**config.mk**
```make
export PLATFORM = sky130hd
export DESIGN_NAME = ras_ckpt
export DESIGN_NICKNAME = d
export VERILOG_FILES = /design/src/rtl/ras_ckpt.sv
export SDC_FILE = /design/constraint.sdc
export NUM_CORES = 1
export LEC_CHECK = 0
export CAP_MARGIN = 20
export CORE_UTILIZATION = 55
export CTS_CLUSTER_SIZE = 25
export DETAILED_ROUTE_END_ITERATION = 10
export PLACE_DENSITY = 0.8
export SETUP_SLACK_MARGIN = 0.3
export SLEW_MARGIN = 0
export SYNTH_ARGS = -nofsm -noshare
export SYNTH_HDL_FRONTEND = slang
export SYNTH_SLANG_ARGS = --single-unit
```
**constraint.sdc**
```tcl
create_clock -name CLK -period 4.1 [get_ports CLK]
set_input_delay 0.82 -clock CLK [delete_from_list [all_inputs] [get_ports CLK]]
set_output_delay 0.82 -clock CLK [all_outputs]
set_load 0.01 [all_outputs]
```
**src/rtl/ras_ckpt.sv**
```systemverilog
// ras_ckpt: return address stack with in-order checkpoints for one-cycle misprediction recovery.
// Optional RAS_CKPT_TOP_REPAIR_EN: checkpoints also hold the top entry and rewrite it on restore.
module ras_ckpt #(
    parameter int RAS_ENTRIES      = 8,
    parameter int RAS_TARGET_WIDTH = 31,
    parameter int RAS_CKPT_COUNT   = 4,
    localparam int IW = $clog2(RAS_ENTRIES),
    localparam int CW = $clog2(RAS_CKPT_COUNT)
) (
    input  logic                        CLK,
    input  logic                        RST,
    input  logic                        push_valid,
    input  logic [RAS_TARGET_WIDTH-1:0] push_target,
    input  logic                        pop_valid,
    output logic [RAS_TARGET_WIDTH-1:0] ret_target,
    output logic                        ret_hit,
    output logic [IW-1:0]               ras_ptr,
    input  logic                        ckpt_save_valid,
    output logic [CW-1:0]               ckpt_save_id,
    output logic                        ckpt_full,
    input  logic                        ckpt_free_valid,
    input  logic                        restore_valid,
    input  logic [CW-1:0]               restore_id
);

    localparam logic [IW:0] STACK_FULL = (IW+1)'(RAS_ENTRIES);
    localparam logic [IW:0] CNT_ONE    = (IW+1)'(1);
    localparam logic [CW:0] CKPT_FULL  = (CW+1)'(RAS_CKPT_COUNT);
    localparam logic [CW:0] CKPT_ONE   = (CW+1)'(1);

    logic [RAS_TARGET_WIDTH-1:0] stack [RAS_ENTRIES];
    logic [IW-1:0]               ptr, nxt_ptr, wr_idx;
    logic [IW:0]                 count, nxt_count;
    logic [IW-1:0]               slot_ptr [RAS_CKPT_COUNT];
    logic [IW:0]                 slot_cnt [RAS_CKPT_COUNT];
`ifdef RAS_CKPT_TOP_REPAIR_EN
    logic [RAS_TARGET_WIDTH-1:0] slot_top [RAS_CKPT_COUNT];
    logic [RAS_TARGET_WIDTH-1:0] nxt_top;
`endif
    logic [CW-1:0]               head, tail;
    logic [CW:0]                 ckpt_cnt, nxt_ckpt_cnt;
    logic                        free_ok, save_ok;

    assign ret_target   = stack[ptr];
    assign ret_hit      = (count != '0);
    assign ras_ptr      = ptr;
    assign ckpt_save_id = tail;
    assign ckpt_full    = (ckpt_cnt == CKPT_FULL);

    // Post-update stack pointer/count for this cycle's push/pop; also feeds checkpoint saves.
    always_comb begin
        nxt_ptr   = ptr;
        nxt_count = count;
        wr_idx    = ptr;
        if (push_valid && pop_valid) begin
            if (count == '0) nxt_count = CNT_ONE;
        end else if (push_valid) begin
            nxt_ptr = ptr + 1'b1;
            wr_idx  = ptr + 1'b1;
            if (count != STACK_FULL) nxt_count = count + CNT_ONE;
        end else if (pop_valid && count != '0) begin
            nxt_ptr   = ptr - 1'b1;
            nxt_count = count - CNT_ONE;
        end
    end

`ifdef RAS_CKPT_TOP_REPAIR_EN
    assign nxt_top = push_valid ? push_target : stack[nxt_ptr];
`endif

    // A free in the same cycle vacates the head slot, so a save while full is still accepted then.
    assign free_ok = ckpt_free_valid && (ckpt_cnt != '0);
    assign save_ok = ckpt_save_valid && !restore_valid && (!ckpt_full || free_ok);

    always_comb begin
        if (restore_valid)
            nxt_ckpt_cnt = {1'b0, restore_id - head} + CKPT_ONE;
        else if (save_ok)
            nxt_ckpt_cnt = ckpt_cnt + CKPT_ONE;
        else
            nxt_ckpt_cnt = ckpt_cnt;
        if (free_ok) nxt_ckpt_cnt = nxt_ckpt_cnt - CKPT_ONE;
    end

    always_ff @(posedge CLK) begin
        if (RST) begin
            for (int i = 0; i < RAS_ENTRIES; i++) stack[i] <= '0;
            ptr      <= '0;
            count    <= '0;
            head     <= '0;
            tail     <= '0;
            ckpt_cnt <= '0;
        end else begin
            if (restore_valid) begin
                ptr   <= slot_ptr[restore_id];
                count <= slot_cnt[restore_id];
                tail  <= restore_id + 1'b1;
`ifdef RAS_CKPT_TOP_REPAIR_EN
                stack[slot_ptr[restore_id]] <= slot_top[restore_id];
`endif
            end else begin
                ptr   <= nxt_ptr;
                count <= nxt_count;
                if (push_valid) stack[wr_idx] <= push_target;
                if (save_ok) tail <= tail + 1'b1;
            end
            if (free_ok) head <= head + 1'b1;
            ckpt_cnt <= nxt_ckpt_cnt;
        end
    end

    // Checkpoint slot payload is plain data; only live slots are ever read.
    always_ff @(posedge CLK) begin
        if (!RST && save_ok) begin
            slot_ptr[tail] <= nxt_ptr;
            slot_cnt[tail] <= nxt_count;
`ifdef RAS_CKPT_TOP_REPAIR_EN
            slot_top[tail] <= nxt_top;
`endif
        end
    end

endmodule

```
== Yosys cells after proc, flatten, opt, wreduce, memory -nomap -nowiden ==
Memories as Yosys holds them, arrays and structs flattened. A register that Yosys moved wholly into a read port is not among the register bits.
Cells that the tools add are included.

* Flip-flop bits (word level): 14
* Latch bits: 0
* Bits in writable memories: 276
* Memory bits (read-only): 0
* Bits of input ports: 40
* Memories: 3

{| class="wikitable"
|+ Memories
! memory !! words !! bits a word !! rd ports !! clocked after Yosys merged registers in !! write ports !! line !! source
|-
| stack || 8 || 31 || 1 || 1 || 8 || 31 || <nowiki>logic [RAS_TARGET_WIDTH-1:0] stack [RAS_ENTRIES];</nowiki>
|-
| slot_cnt || 4 || 4 || 1 || 0 || 1 || 35 || <nowiki>logic [IW:0] slot_cnt [RAS_CKPT_COUNT];</nowiki>
|-
| slot_ptr || 4 || 3 || 1 || 0 || 1 || 34 || <nowiki>logic [IW-1:0] slot_ptr [RAS_CKPT_COUNT];</nowiki>
|}

* $add $sub $neg: 11
* $mul: 0
* Divide/modulo/power cells: 0
* Order comparisons: 0
* Equal/unequal tests: 2
* Shift operators: 0
* Multiplexer cells: 29
* Bitwise logic cells: 0
* Reduce and logical (&&, ||, !) cells: 15

{| class="wikitable"
|+ Operators by type and width
! cell !! count
|-
| $mux W3 || 11
|-
| $mux W31 || 1
|-
| $reduce_or A31 Y1 || 1
|-
| $mux W4 || 6
|-
| $mux W1 || 9
|-
| $add A2 B1 Y2 const B || 3
|-
| $add A3 B1 Y3 const B || 2
|-
| $logic_and A1 B1 Y1 || 6
|-
| $sub A3 B1 Y3 const B || 2
|-
| $add A4 B1 Y4 const B || 1
|-
| $logic_not A4 Y1 || 1
|-
| $mux W2 || 2
|-
| $ne A4 B4 Y1 const B || 1
|-
| $reduce_bool A4 Y1 || 1
|-
| $sub A4 B1 Y4 const B || 1
|-
| $add A2 B1 Y3 const B || 1
|-
| $eq A3 B3 Y1 const B || 1
|-
| $logic_not A1 Y1 || 3
|-
| $reduce_bool A3 Y1 || 1
|-
| $reduce_bool A2 Y1 || 1
|-
| $sub A2 B2 Y2 || 1
|-
| $logic_or A1 B1 Y1 || 1
|}

== Depth between registers and ports, before layout ==
* Depth after elaboration: 8
* Depth in mapped cells: 12
* Gate-level depth less buffers: 11

== Worst setup path after synthesis ==
Ideal clock, no wire load.

* Path type: flip-flop to flip-flop
* Start point: register ptr[0], in the netlist ras_ptr[0]
* End point: memory stack[1][0] (enable)
* Data arrival time: 2760 ps
* Required time: 3711 ps
* Slack: 950 ps
* Stages on the path, launching flop included: 8
* Path buffers: 2
* Period minus slack after synthesis: 3150 ps
* Path through: dfxtp_1 -> buf_2 -> buf_2 -> inv_1 -> ha_1 -> mux2_4 -> nor3_4 -> or2_1

{| class="wikitable"
|+ RTL lines
! what !! line !! source
|-
| start, declared || 32 || <nowiki>logic [IW-1:0] ptr, nxt_ptr, wr_idx;</nowiki>
|-
| start signal, assigned || 95 || <nowiki>ptr <= slot_ptr[restore_id];</nowiki>
|-
| start signal, assigned || 102 || <nowiki>ptr <= nxt_ptr;</nowiki>
|-
| end, declared || 31 ||
|}

==> out/results.ini <==
[die]
io_pins = 78
die_y_um = 159
fp-row-count = 56
die_area_sq_um = 25100
initial_core_util = 0.568
die_x_um = 159
core_area_sq_um = 23800

[clock_network]
clockBufferDepth = 3
ctsResizeCount = 0
cts_tree = done
clkSlewWorstSetupHoldPaths_ns = 0.06
cts_root_buf = clkbuf_16
clk_latency_ns = 0.55
cts_hold_buf = 0
post_cts_buffers = 0
htree_num_levels = 1
cts_sinks = 290
numCtsBuffers = 29

[detailed_routing]
drt_wl_total_um = 27700
viasPerCell = 5.69
drtIter0Drc = 491
vias = 7647
drc = 0
first_pass_iters = 5
wire_per_inst_um = 20.6
ant_nets = 0

[synthesis]
synthXorXnorAreaFrac = 0.0102
ys_ff_latch = 290
yosys_warnings = 0
ys_top_cells_by_area = edfxtp_1, and2_1, mux4_2
synthArstFlopShare = 0
seq_area_frac_synth = 0.635
ys_types = 58
synth-compound-area-share = 0.0221
synthMuxAreaShare = 0.119
synthFlopType = edfxtp_1
syn_nets = 960
synth_edf_count = 276
yosys.area.top_type_share = 0.615
synthAdderAreaFrac = 0.00835
yosys.area.top_type = edfxtp_1
synth_cells = 911
syn_area_per_cell_sq_um = 14.8
synth_area_sq_um = 13500
synthTopCellsByCount = edfxtp_1, and2_1, nand2_1
synth_most_common_cell = edfxtp_1
synth_top_family_by_area = simple AND/OR/NAND/NOR gates
synth-simple-area-share = 0.177

[worst_hold_path]
hold_class = reg2reg

[worst_setup_path]
cpLargestDelayFamily = buffers and inverters
crit_slowest_cell = mux4_2
startpoint_type = flop
criticalPathCategory = reg2out
worstPathRequired_ns = 3.28
cp.buffers_inverters = 2
path_max_fanout = 54
critPathMostFrequentCell = nand2_1
crit_path_end_kind = output port
crit_chain = buf_12 > mux4_2 > nand2_1 > nand2_1 > clkdlybuf4s50_1
arrival_ns = 2.76
slowest_delay_ns = 0.57

[job]
drv_cap = 0

[sta]
setup_ws_ns = 0.521
relSlewSlack = 0.597
hold_viol = 0
whs_ns = 0.554
slew_viol_final = 0
rsz0062_at_grt = false
finClkSkew_ns = 0.0210
fmax_mhz = 279
tightestPinTransition_ns = 0.602
totalNegativeSetupSlack_ns = 0
post-route-min-period_ns = 3.58
period_share = 0.873
finalSetupViolations = 0

[power_and_ir_drop]
clkPwrFrac = 0.385
power_switching_mw = 1.63
power_frac_comb = 0.128
seqPwrFrac = 0.488
peakVddDrop_mv = 0.283
power.internal_mw = 5.46
p_sw_frac = 0.230
power-per-cell-area_nw_per_um2 = 452
leakage_nw = 5.79

[placed_design]
place_ws_ns = 0.318
hpwl_um = 16800
routabilityCongestion = 0.785
portBuffers = 77
dpl.cell_count = 1290

[finish]
drive_above_1_share = 0.170
antenna_cells = 0
fin_nets = 1052
fin_util = 0.660
instances_no_fill = 1345
area_delta_synth_final_pct = 16.3

[grt]
grt-ovfl-total = 0
antenna_found_initial = 0
first_global_vias = 7988
grtUsageTotal = 0.232
grt_pass1_wl_um = 43600
grt_max_degree = 55

[status]
status = complete, no violations

==> cells in the final DEF (no fill, tap or decap), drive strengths merged, types with 12 or more instances in the layout <==
cell	instances
edfxtp	276
and2	250
nand2	103
clkdlybuf4s50	77
mux4	69
buf	39
clkbuf	37
inv	15
dfxtp	14
nor3	12
==> metal layers <==
layer | up-vias | part of all wire | GRT usage
li1 | 3505 | - | -
met1 | 3909 | 0.43 | 0.311
met2 | 198 | 0.51 | 0.409
met3 | 35 | 0.040 | 0.0240
met4 | 0 | 0.019 | 0.0572
met5 | - | 0 | 0
==> final timing paths <==
check,slack [ns],endpoint,startpoint,cells past startpoint
worst max register to register,1.24,stack[7][9],ras_ptr[1],8
worst min-delay path,0.55,head[1],head[1],2
worst min register to register,0.55,head[1],head[1],2
worst max-delay path,0.52,ret_target[8],ras_ptr[0],5
==> through the flow <==
| stage | area, sq um | total power [mW] |
|---|---|---|
| 2_1_floorplan | 13500 | 4.05 |
| 3_3_place_gp | 14700 | 4.40 |
| 3_5_place_dp | 14700 | 4.43 |
| 6_report | 15700 | 7.09 |
| 5_1_grt | 15700 | 7.33 |
| 4_1_cts | 15700 | 7.13 |
==> sequential cells by signal, summed over array words and instances, names as in the netlist <==
register      cells
ckpt_cnt          3
stack           248
ras_ptr           3
ckpt_save_id      2
head              2
count             4
slot_cnt         16
slot_ptr         12
==> worst register-to-register path: cells and delay by family, from the launching register on <==
family        cells  cell delay, ns
fa+ha+maj         1            0.39
buf+inv           4            0.99
flops             1            0.36
mux               1            0.13
simple gates      2            0.68
==> kinds of logic (layout without fill, tap and decap cells) <==
kind of cell    after synthesis  after routing
compound gates               41             41
xor+xnor                     14             14
fa+ha+maj                     9              9
buf+inv                      69            184
flops                       290            290
mux                          73             73
simple gates                415            415
==> layout make-up <==
class	count	area, sq um
Tap cell	319	399
Multi-Input combinational cell	552	4560
Inverter	14	52.6
Fill cell	1608	8070
Timing Repair Buffer	116	1110
Clock inverter	17	220
Clock buffer	37	766
Sequential cell	290	8580
==> power groups by stage <==
stage	combinational (mW)	sequential [mW]	clock [mW]
6_report	0.905	3.46	2.73
5_1_grt	0.983	3.47	2.88
4_1_cts	0.915	3.46	2.76
3_5_place_dp	0.908	3.52	0
3_3_place_gp	0.887	3.51	0
2_1_floorplan	0.557	3.50	0
Power figures use the tool's default switching activity.
